**src/rtl/lut8_cfg_pkg.sv**
```systemverilog
// lut8_cfg_pkg: shared states, sizes and byte-slot mapping
// for the run-time LUT8 table writer.
package lut8_cfg_pkg;

   localparam int NBYTES = 32;
   localparam int CNT_W  = 5;
   localparam int TBL_W  = 256;

   typedef enum logic [1:0] {
      IDLE,
      LOAD,
      CHECK,
      COMMIT
   } state_t;

   // LSB-first: byte k lands in slot k; otherwise in slot 31-k.
   function automatic logic [CNT_W-1:0] byte_slot(
      input logic [CNT_W-1:0] idx,
      input bit               lsb_first
   );
      return lsb_first ? idx : ~idx;
   endfunction

endpackage

```
**src/rtl/lut8_cfg_shadow.sv**
```systemverilog
// lut8_cfg_shadow: byte-addressed 256-bit staging register.
// nxt_o is the table including any byte written this cycle.
module lut8_cfg_shadow
   import lut8_cfg_pkg::*;
#(
   parameter bit LSB_FIRST = 1'b1
) (
   input  logic             clk_i,
   input  logic             rst_i,
   input  logic             we_i,
   input  logic [CNT_W-1:0] idx_i,
   input  logic [7:0]       din_i,
   output logic [TBL_W-1:0] nxt_o
);

   logic [TBL_W-1:0] tbl_q;
   logic [TBL_W-1:0] tbl_d;
   logic [CNT_W-1:0] slot;

   always_comb begin
      tbl_d = tbl_q;
      slot  = byte_slot(idx_i, LSB_FIRST);
      if (we_i) begin
         tbl_d[{slot, 3'b000} +: 8] = din_i;
      end
   end

   always_ff @(posedge clk_i or posedge rst_i) begin
      if (rst_i) begin
         tbl_q <= '0;
      end else begin
         tbl_q <= tbl_d;
      end
   end

   assign nxt_o = tbl_d;

endmodule

```
**src/rtl/lut8_cfg_writer.sv**
```systemverilog
// lut8_cfg_writer: streams a 256-bit LUT8 table in, commits it atomically.
// Define LUT8_CFG_WRITER_CHECKSUM_EN to require a trailing XOR checksum byte.
module lut8_cfg_writer
   import lut8_cfg_pkg::*;
#(
   parameter logic [TBL_W-1:0] INIT      = '0,
   parameter bit               LSB_FIRST = 1'b1
) (
   input  logic       CLK,
   input  logic       RESET,
   input  logic       START,
   input  logic [7:0] DIN,
   input  logic       DIN_VLD,
   output logic       DIN_RDY,
   output logic       BUSY,
   output logic       DONE,
   output logic       ERR,
   input  logic [7:0] I,
   output logic       F
);

   state_t           state_q;
   logic [CNT_W-1:0] cnt_q;
   logic [TBL_W-1:0] act_q;
   logic [TBL_W-1:0] shd_nxt;
   logic             rdy_q;
   logic             busy_q;
   logic             done_q;
   logic             f_q;
   logic             ld_xfer;
`ifdef LUT8_CFG_WRITER_CHECKSUM_EN
   logic [7:0]       xor_q;
   logic             err_q;
`endif

   assign ld_xfer = (state_q == LOAD) & DIN_VLD & rdy_q;

   lut8_cfg_shadow #(
      .LSB_FIRST(LSB_FIRST)
   ) u_shadow (
      .clk_i(CLK),
      .rst_i(RESET),
      .we_i (ld_xfer),
      .idx_i(cnt_q),
      .din_i(DIN),
      .nxt_o(shd_nxt)
   );

   always_ff @(posedge CLK or posedge RESET) begin
      if (RESET) begin
         state_q <= IDLE;
         cnt_q   <= '0;
         act_q   <= INIT;
         rdy_q   <= 1'b0;
         busy_q  <= 1'b0;
         done_q  <= 1'b0;
         f_q     <= INIT[0];
`ifdef LUT8_CFG_WRITER_CHECKSUM_EN
         xor_q   <= '0;
         err_q   <= 1'b0;
`endif
      end else begin
         done_q <= 1'b0;
         f_q    <= act_q[I];
`ifdef LUT8_CFG_WRITER_CHECKSUM_EN
         err_q  <= 1'b0;
`endif
         unique case (state_q)
            IDLE: begin
               if (START) begin
                  state_q <= LOAD;
                  cnt_q   <= '0;
                  rdy_q   <= 1'b1;
                  busy_q  <= 1'b1;
`ifdef LUT8_CFG_WRITER_CHECKSUM_EN
                  xor_q   <= '0;
`endif
               end
            end
            LOAD: begin
               if (ld_xfer) begin
                  cnt_q <= cnt_q + 1'b1;
`ifdef LUT8_CFG_WRITER_CHECKSUM_EN
                  xor_q <= xor_q ^ DIN;
                  if (cnt_q == CNT_W'(NBYTES - 1)) begin
                     state_q <= CHECK;
                  end
`else
                  // Registered outputs: table swaps on entry to COMMIT.
                  if (cnt_q == CNT_W'(NBYTES - 1)) begin
                     state_q <= COMMIT;
                     rdy_q   <= 1'b0;
                     done_q  <= 1'b1;
                     act_q   <= shd_nxt;
                  end
`endif
               end
            end
            CHECK: begin
`ifdef LUT8_CFG_WRITER_CHECKSUM_EN
               if (DIN_VLD & rdy_q) begin
                  rdy_q <= 1'b0;
                  if (DIN == xor_q) begin
                     state_q <= COMMIT;
                     done_q  <= 1'b1;
                     act_q   <= shd_nxt;
                  end else begin
                     state_q <= IDLE;
                     busy_q  <= 1'b0;
                     err_q   <= 1'b1;
                  end
               end
`else
               state_q <= IDLE;
`endif
            end
            COMMIT: begin
               state_q <= IDLE;
               busy_q  <= 1'b0;
            end
            default: state_q <= IDLE;
         endcase
      end
   end

   assign DIN_RDY = rdy_q;
   assign BUSY    = busy_q;
   assign DONE    = done_q;
   assign F       = f_q;
`ifdef LUT8_CFG_WRITER_CHECKSUM_EN
   assign ERR     = err_q;
`else
   assign ERR     = 1'b0;
`endif

endmodule

```
**config.mk**
```make
export PLATFORM = sky130hd
export DESIGN_NAME = lut8_cfg_writer
export DESIGN_NICKNAME = d
export VERILOG_FILES = /design/src/rtl/lut8_cfg_pkg.sv /design/src/rtl/lut8_cfg_shadow.sv /design/src/rtl/lut8_cfg_writer.sv
export SDC_FILE = /design/constraint.sdc
export NUM_CORES = 1
export LEC_CHECK = 0
export CAP_MARGIN = 20
export CORE_ASPECT_RATIO = 1.4
export CORE_MARGIN = 10
export CORE_UTILIZATION = 50
export CTS_BUF_LIST = sky130_fd_sc_hd__clkbuf_8
export DETAILED_ROUTE_END_ITERATION = 12
export PLACE_DENSITY_LB_ADDON = 0.2
export SETUP_SLACK_MARGIN = 0.1
export SYNTH_ARGS = -nofsm -noshare
export SYNTH_HDL_FRONTEND = slang
export SYNTH_SLANG_ARGS = --single-unit
export TNS_END_PERCENT = 30
```
**constraint.sdc**
```tcl
create_clock -name CLK -period 15.3 [get_ports CLK]
set_input_delay 1.53 -clock CLK [delete_from_list [all_inputs] [get_ports CLK]]
set_output_delay 1.53 -clock CLK [all_outputs]
set_load 0.01 [all_outputs]
```
==> metrics.csv, run 1 <==
metric;value;unit
simple-gate share of the synthesized area;0.0450;
fmax;0.202;GHz
Final #Nets;1562;
status;completed;
Root Driver;clkbuf_8;
Vias/cell;5.79;
Mapped Cells;1494;
initial antenna violation count;3;
Layout fillers;3611;
xor-xnor portion of the synthesized cell area;0.00157;
Final period util;0.324;
final hold viol count;0;
top cell type by total area after synthesis;dfrtp_1;
first-pass GRT wire length;79500;um
Seq/Total Area, Yosys;0.586;
CTS sink count;523;
Adder-Cell Fraction of Synth Area;0.00336;
Max-slew headroom;0.293;
Post-synth ARST share;1.00;
unrepaired setup endpoints after global routing;false;
total number of vias;12500;
H-tree depth;3;
CP delay by family, top;buffers and inverters;
starting density of the core;0.506;
clock tree buffer depth;3;
DP HPWL;33200;um
Num CTS Buffers;80;
P&R area growth vs syn;10.5;%
Power Density;117;nW/um^2
peak supply drop;76.2;uV
CTS tree;done;
CP max stage delay;0.85;ns
clk_lat worst skew;0.64;ns
leakage;12.3;nW
Routed WL;51100;um
Net Count, Synth;1520;
post-synthesis mux area share;0.326;
startpoint types;input port;
synth top area cells;dfrtp_1 59%, mux2_2 26%, mux4_2 4.2%;
placed instance area;23100;um^2
Mean Syn Cell Area;14.9;um^2
Row Count;91;
Buffers on Ports;23;
IO Count;25;
GRT overflow;0;
pin count of the biggest net entering global routing;193;
Crit-path slowest cell;buf_4;
Post-synth EDFFs;0;
CP bufs+invs;4;
Netlist cell types;45;
layout cell share with drive strength beyond 1;0.447;
Synth Register Bits;523;
crit-path cells;clkdlybuf4s50_1, and3_1, buf_4, and2_4, buf_4, buf_4, mux2_2;
die height;270;um
Max FO, Critical Path;68;
Max Cap Viol;0;
main flop type after synthesis;dfrtp_1;
CP most frequent cell;buf_4;
min cycle time layout;4.96;ns
GRT Overall Usage;0.193;
worst slew pin tran;1.06;ns
critical path type;input port to flip-flop;
DR pass1 iterations;5;
setup_tns;0;ns
fin area;24700;um^2
fin. max-slew vios;0;
Power Total;2.89;mW
cell with the most instances after synthesis;dfrtp_1;
crit end category;flip-flop;
Worst EP required;15.81;ns
post-CTS sizing;0;
Routed WL per cell;23.7;um
CTS Hold Bufs;0;
Post-route DRC;0;
post-synth top area share;0.586;
crit path DAT;5.47;ns
type of the most critical hold path;flip-flop to flip-flop;
initial DRC count;766;
Fin Clk Skew;0.0290;ns
largest family of logic cells by synthesized area;multiplexers;
Synth Area in Compound Gates;0.0203;
vias in the first global route;13300;
clk slew on worst S/H paths;0.06;ns
setup bufs post-CTS;0;
Die Area;53600;um^2
Core Region;44200;um^2
GP Congestion;0.845;
final setup vio count;0;
Syn. warnings;0;
top cells by instance count after synthesis;523 x dfrtp_1, 516 x mux2_2, 77 x nor2_1;
die width;199;um
Routed Antenna Nets;0;
post-synth design cell area;22300;um^2
==> per-stage QoR <==
step           cells  setup slack, ns  utilization  hold WS [ns]
6_report        2153            10.34        0.559         0.489
5_1_grt         2152            10.11        0.559         0.497
4_1_cts         2150            10.35        0.558         0.487
3_5_place_dp    2011             9.69        0.523         0.478
3_3_place_gp    2011             9.68        0.523         0.473
2_1_floorplan   1494             6.66            -         0.461
==> kinds of logic (layout without fill, tap and decap cells) <==
kind of cell | after synthesis | count (layout)
flops | 523 | 523
simple gates | 199 | 199
fa+ha+maj | 6 | 6
other cells | 1 | 3
compound gates | 60 | 60
xor+xnor | 4 | 4
mux | 610 | 610
buf+inv | 91 | 190
==> cell type report <==
type,count,area (um^2),share of cell area
tap,558,698,0.0283
sequential,523,13100,0.530
inverter,6,26.3,0.00106
multi-input combinational,880,8870,0.359
antenna,2,5.00,0.000203
clock buffer,101,1390,0.0563
clock inverter,38,190,0.00771
timing repair buffer,45,415,0.0168
==> state kept, by name, summed over array words and instances, names as in the netlist <==
register        flops
BUSY                1
DIN_RDY             1
DONE                1
F                   1
act_q             256
cnt_q               5
state_q             2
u_shadow.tbl_q    256
==> per-layer routing <==
layer,part of all wire,vias up,track usage
li1,-,5519,-
met1,0.41,6589,0.245
met2,0.51,262,0.320
met3,0.046,89,0.0365
met4,0.028,2,0.0743
met5,0.00025,-,0
==> worst register-to-register path: stages (launching register included) <==
cell and delay, ns:
dfrtp_1 0.85, ha_1 0.28, and3_1 0.16, ha_1 0.24, and2_4 0.78, buf_4 0.85, buf_4 0.87, mux2_2 0.46
==> cell usage in the layout, fill, tap and decap left out, drive strengths merged, types with 9 or more instances in the layout <==
cell type        n
nor2            77
nand3           11
o22ai           23
clkdlybuf4s50   21
and2            19
mux2i           52
and3            10
nand2           36
nand4           13
buf             24
nor2b            9
mux4            42
clkbuf         101
dfrtp          523
inv             33
mux2           516
==> final timing paths <==
| check | from | to | slack (ns) | cells after the start |
|---|---|---|---|---|
| max in group asynchronous | RESET | u_shadow.tbl_q[156] | 10.87 | 5 |
| min in group asynchronous | RESET | act_q[49] | 1.46 | 2 |
| worst min register to register | u_shadow.tbl_q[105] | u_shadow.tbl_q[105] | 0.49 | 1 |
| worst max register to register | cnt_q[0] | act_q[107] | 10.69 | 7 |
| worst max-delay path | DIN_VLD | act_q[107] | 10.34 | 7 |
| worst min-delay path | u_shadow.tbl_q[105] | u_shadow.tbl_q[105] | 0.49 | 1 |
==> report_power, final <==
part | internal [mW] | leakage, nW | switching [mW] | total (mW)
logic | 0.0907 | 4.11 | 0.245 | 0.335
registers | 1.40 | 7.29 | 0.0196 | 1.42
clock network | 0.608 | 0.916 | 0.527 | 1.14
(Power assumes the default switching activity.)
==> run 2: changes to the inputs <==
- clock period: 15.3 -> 4.7 ns (I/O delays scaled with it)
==> run 2 against run 1 <==
Compared with the run above: global-route usage up 0.93 points; first-iteration DRC count up 8.0%; combinational power rose to 3.5 times the previous value; die area unchanged; clock skew up 0.0014 ns; utilization up 0.80 points; setup slack worse by 9.3 ns; critical path type is now flip-flop to flip-flop; critical endpoint is now act_q[226].
==> metrics.csv, run 2 (synthesis results as in run 1) <==
metric;value;unit;change
pin count of the biggest net entering global routing;119;;was 193
GRT overflow;0;;unchanged
setup_tns;0;ns;unchanged
Root Driver;clkbuf_8;;unchanged
CTS Hold Bufs;0;;unchanged
leakage;12.5;nW;was 12.3 nW
Final #Nets;1582;;was 1562
starting density of the core;0.506;;unchanged
Routed Antenna Nets;0;;unchanged
Max Cap Viol;0;;unchanged
Row Count;91;;unchanged
commonest non-fill, non-tap cell in the layout;dfrtp_1;;unchanged
CTS tree;done;;unchanged
vias in the first global route;13700;;was 13300
post-CTS sizing;0;;unchanged
status;completed;;unchanged
Power Density;385;nW/um^2;was 117 nW/um^2
Multi-input gate area;8870;um^2;unchanged
unrepaired setup endpoints after global routing;false;;unchanged
crit end category;flip-flop;;unchanged
Die Area;53600;um^2;unchanged
fin. max-slew vios;0;;unchanged
R2R setup slack;1.0;ns;was 10.69 ns
final hold viol count;0;;unchanged
Largest regs;act_q (256), u_shadow.tbl_q (256), cnt_q (5);;unchanged
total number of vias;12700;;was 12500
Num CTS Buffers;82;;was 80
initial DRC count;827;;was 766
Max-slew headroom;0.242;;was 0.293
Core Region;44200;um^2;unchanged
final setup vio count;0;;unchanged
die width;199;um;unchanged
type of the most critical hold path;input port to asynchronous set/reset pin;;was flip-flop to flip-flop
Final period util;0.788;;
crit path DAT;4.23;ns;was 5.47 ns
worst hold slack;0.377;ns;was 0.489 ns
H-tree depth;3;;unchanged
clk slew on worst S/H paths;0.07;ns;was 0.06 ns
P&R area growth vs syn;12.1;%;was 10.5%
Worst EP required;5.23;ns;was 15.81 ns
area taken by flip-flops and latches;13100;um^2;unchanged
Layout fillers;3565;;was 3611
Buffers on Ports;23;;unchanged
DR pass1 iterations;5;;unchanged
clock tree buffer depth;3;;unchanged
Max FO, Critical Path;20;;was 68
fmax;0.270;GHz;
min cycle time layout;3.70;ns;
DR top layer;met5;;unchanged
layout cell share with drive strength beyond 1;0.455;;was 0.447
GP Congestion;0.869;;was 0.845
CTS sink count;523;;unchanged
met3 wire len;2300;um;was 2350 um
Post-route DRC;0;;unchanged
critical path type;flip-flop to flip-flop;;was input port to flip-flop
met2 wire length;26900;um;was 26100 um
first-pass GRT wire length;82500;um;was 79500 um
DP HPWL;35500;um;was 33200 um
startpoint types;flip-flop;;was input port
worst slew pin tran;1.13;ns;was 1.06 ns
peak supply drop;290;uV;was 76.2 uV
Met1 Routed Length;22100;um;was 21200 um
clk_lat worst skew;0.65;ns;was 0.64 ns
Routed WL;53000;um;was 51100 um
Routed WL per cell;24.4;um;was 23.7 um
most frequent cells in the layout;523 x dfrtp_1, 516 x mux2_2, 109 x clkbuf_8, 77 x nor2_1, 52 x mux2i_1;;was 523 x dfrtp_1, 516 x mux2_2, 101 x clkbuf_8, 77 x nor2_1, 52 x mux2i_1
IO Count;25;;unchanged
die height;270;um;unchanged
Vias/cell;5.85;;was 5.79
Fin Clk Skew;0.0304;ns;was 0.0290 ns
setup bufs post-CTS;0;;unchanged
initial antenna violation count;2;;was 3
GRT Overall Usage;0.203;;was 0.193
[run 2: metal layers]
layer | vias to the layer above | global-route usage
met5 | - | 0
met4 | 2 | 0.0825
met2 | 305 | 0.340
li1 | 5557 | -
met1 | 6778 | 0.258
met3 | 96 | 0.0292
[run 2: path summary, 6_finish.rpt]
path	start	to	cells past startpoint
max	cnt_q[0]	act_q[226]	8
min	RESET	u_shadow.tbl_q[253]	2
max reg2reg	cnt_q[0]	act_q[226]	8
min reg2reg	u_shadow.tbl_q[144]	u_shadow.tbl_q[144]	1
max in group asynchronous	RESET	u_shadow.tbl_q[216]	3
min in group CLK	START	state_q[0]	3
[run 2: report_power, final]
group          internal, mW  switching [mW]
sequential             4.56          0.0564
combinational         0.324           0.831
clock                  2.12            1.75
[run 2: cell type report]
cell class                      count  area share
Inverter                            6     0.00105
Antenna cell                        1    0.000100
Multi-Input combinational cell    880       0.354
Clock inverter                     37     0.00720
Tap cell                          558      0.0279
Timing Repair Buffer               63      0.0268
Sequential cell                   523       0.523
Clock buffer                      109      0.0599
[run 2: worst max-delay path, cell delays in order, from the launching register on]
cell and delay (ns):
dfrtp_1 0.73, inv_1 0.22, ha_1 0.39, xor2_2 0.22, buf_4 0.22, nor3_1 0.37
nor2b_1 0.74, mux2_2 0.43, mux2_2 0.26
[run 2: metrics by stage]
stage                     setup slack, ns  power, mW   util  area, um^2  cells
after floorplan                     -2.88       5.40      -       22300   1494
after global placement               1.11       5.83  0.528       23300   2029
after detailed placement             1.07       5.85  0.529       23300   2030
after CTS                            1.05       9.72  0.567       25000   2176
after global routing                0.772       10.0  0.567       25000   2177
final                               0.995       9.64  0.567       25000   2177
==> run 3: changes to the inputs <==
- clock period: 4.7 -> 3.6 ns (I/O delays scaled with it)
==> run 3 against run 2 <==
Compared with the run above: largest power group unchanged; via count rose by 1.1%; utilization grew 0.52 points; register-to-register slack got worse by 0.59 ns; sequential share of layout area is 0.48 points lower.
==> metrics.csv, run 3 (synthesis results as in run 1) <==
metric;value;unit;change
Internal;8.97;mW;was 7.00 mW
Root Driver;clkbuf_8;;unchanged
status;completed;;unchanged
Final period util;0.886;;was 0.788
Largest regs;act_q (256), u_shadow.tbl_q (256), cnt_q (5);;unchanged
clk slew on worst S/H paths;0.07;ns;about the same
H-tree depth;3;;unchanged
critical path type;flip-flop to flip-flop;;unchanged
CP most frequent cell;mux2_2;;unchanged
layout cell share with drive strength beyond 1;0.468;;was 0.455
met2 Use GR;0.345;;was 0.340
Vias/cell;5.84;;was 5.85
final hold viol count;0;;unchanged
type of the most critical hold path;input port to asynchronous set/reset pin;;unchanged
total number of vias;12900;;was 12700
fmax;0.313;GHz;was 0.270 GHz
IO Count;25;;unchanged
Max FO, Critical Path;8;;was 20
crit path DAT;3.71;ns;was 4.23 ns
die width;199;um;unchanged
M1 GR Usage;0.259;;was 0.258
GR peak layer;met2;;unchanged
Routed WL per cell;24.2;um;was 24.4 um
peak supply drop;386;uV;was 290 uV
Buffers on Ports;23;;unchanged
Max-slew headroom;0.344;;was 0.242
fin. max-slew vios;0;;unchanged
Num CTS Buffers;80;;was 82
initial antenna violation count;3;;was 2
Power Density;493;nW/um^2;was 385 nW/um^2
CTS Hold Bufs;0;;unchanged
post-CTS sizing;0;;unchanged
PnR worst setup slack;0.410;ns;was 0.995 ns
unrepaired setup endpoints after global routing;false;;unchanged
clock tree buffer depth;3;;unchanged
Routed Antenna Nets;0;;unchanged
leakage;12.6;nW;was 12.5 nW
r2r startpoint;cnt_q[1];;was cnt_q[0]
starting density of the core;0.506;;unchanged
crit end category;flip-flop;;unchanged
Max Cap Viol;0;;unchanged
worst slew pin tran;0.982;ns;was 1.13 ns
P&R area growth vs syn;13.1;%;was 12.1%
clock power share;0.390;;was 0.402
clk_lat worst skew;0.66;ns;was 0.65 ns
Final #Nets;1615;;was 1582
switch share;0.280;;was 0.274
setup bufs post-CTS;0;;unchanged
CP max stage delay;0.60;ns;was 0.74 ns
GRT overflow;0;;unchanged
GP Congestion;0.846;;was 0.869
Fin Clk Skew;0.0317;ns;was 0.0304 ns
Worst EP required;4.12;ns;was 5.23 ns
GRT Overall Usage;0.205;;was 0.203
final setup vio count;0;;unchanged
initial DRC count;743;;was 827
most frequent cells in the layout;523 x dfrtp_1, 516 x mux2_2, 103 x clkbuf_8, 77 x nor2_1, 61 x buf_4;;was 523 x dfrtp_1, 516 x mux2_2, 109 x clkbuf_8, 77 x nor2_1, 52 x mux2i_1
CTS tree;done;;unchanged
Routed WL;53400;um;was 53000 um
Row Count;91;;unchanged
DP HPWL;36100;um;was 35500 um
Die Area;53600;um^2;unchanged
CP Launch Point;cnt_q[1];;was cnt_q[0]
pre-CTS WS;0.0564;ns;was 1.07 ns
commonest non-fill, non-tap cell in the layout;dfrtp_1;;unchanged
Power Total;12.5;mW;was 9.64 mW
Post-route DRC;0;;unchanged
crit-path cells;inv_1, ha_1, buf_4, xor2_2, nor3_1, nand3_1, mux2_2, mux2_2;;was inv_1, ha_1, xor2_2, buf_4, nor3_1, nor2b_1, mux2_2, mux2_2
pin count of the biggest net entering global routing;112;;was 119
first-pass GRT wire length;84100;um;was 82500 um
worst hold slack;0.263;ns;was 0.377 ns
DR pass1 iterations;5;;unchanged
startpoint types;flip-flop;;unchanged
vias in the first global route;14200;;was 13700
Crit-path slowest cell;nor3_1;;was nor2b_1
Non-Filler Instances;2205;;was 2177
grt met3 use;0.0347;;was 0.0292
die height;270;um;unchanged
sw power;3.49;mW;was 2.64 mW
Reg power frac;0.482;;was 0.479
Gate power share;0.128;;was 0.120
min cycle time layout;3.19;ns;was 3.70 ns
CTS sink count;523;;unchanged
R2R depth;8;;unchanged
Post-Place Cells;2065;;was 2030
R2R setup slack;0.41;ns;was 1.0 ns
Core Region;44200;um^2;unchanged
## run 3: cell count changes in the layout (fill, tap and decap cells not counted), sizes merged
cell | previous run | this run
buf | 42 | 77
bufinv | 1 | 0
clkbuf | 109 | 103
clkinv | 6 | 9
clkinvlp | 3 | 4
inv | 33 | 29
## run 3: worst paths after layout
| path | end |
|---|---|
| max | act_q[100] |
| min | u_shadow.tbl_q[254] |
| max reg2reg | act_q[100] |
| min reg2reg | u_shadow.tbl_q[138] |
| max in group asynchronous | act_q[110] |
| min in group CLK | state_q[0] |
## run 3: area by class of cell
class / count / area [um^2]
Fill cell: 3529 / 18900
Sequential cell: 523 / 13100
Multi-Input combinational cell: 880 / 8870
Clock buffer: 103 / 1420
Timing Repair Buffer: 98 / 988
Tap cell: 558 / 698
Clock inverter: 36 / 175
Inverter: 6 / 26.3
Antenna cell: 1 / 2.50
## run 3: power by group through the flow
stage               registers, mW  clock network (mW)  logic, mW
floorplan                    6.09                   0      0.963
global placement             6.10                   0       1.58
detailed placement           6.11                   0       1.59
CTS                          6.00                4.98       1.59
global route                 6.01                5.27       1.71
finish                       6.00                4.86       1.60
## run 3: per-stage QoR
step / TNS [ns] / area (um^2) / util
5_1_grt: 0 / 25300 / 0.572
6_report: 0 / 25300 / 0.572
2_1_floorplan: -2022.02 / 22300 / -
3_5_place_dp: 0 / 23700 / 0.536
4_1_cts: 0 / 25300 / 0.572
3_3_place_gp: 0 / 23700 / 0.536
## run 3: worst max-delay path, delay by kind of cell (launching register included)
family | cells | cell delay, ns
AND/OR/NAND/NOR | 2 | 1.20
multiplexers | 2 | 0.72
flip-flops | 1 | 0.49
XOR/XNOR | 1 | 0.15
buffers and inverters | 2 | 0.29
adder cells (fa/ha/maj) | 1 | 0.20
## run 3: routing by layer
metal,vias up,part of all wire
met2,319,0.51
li1,5604,-
met1,6858,0.41
met3,98,0.047
met5,-,0
met4,0,0.032
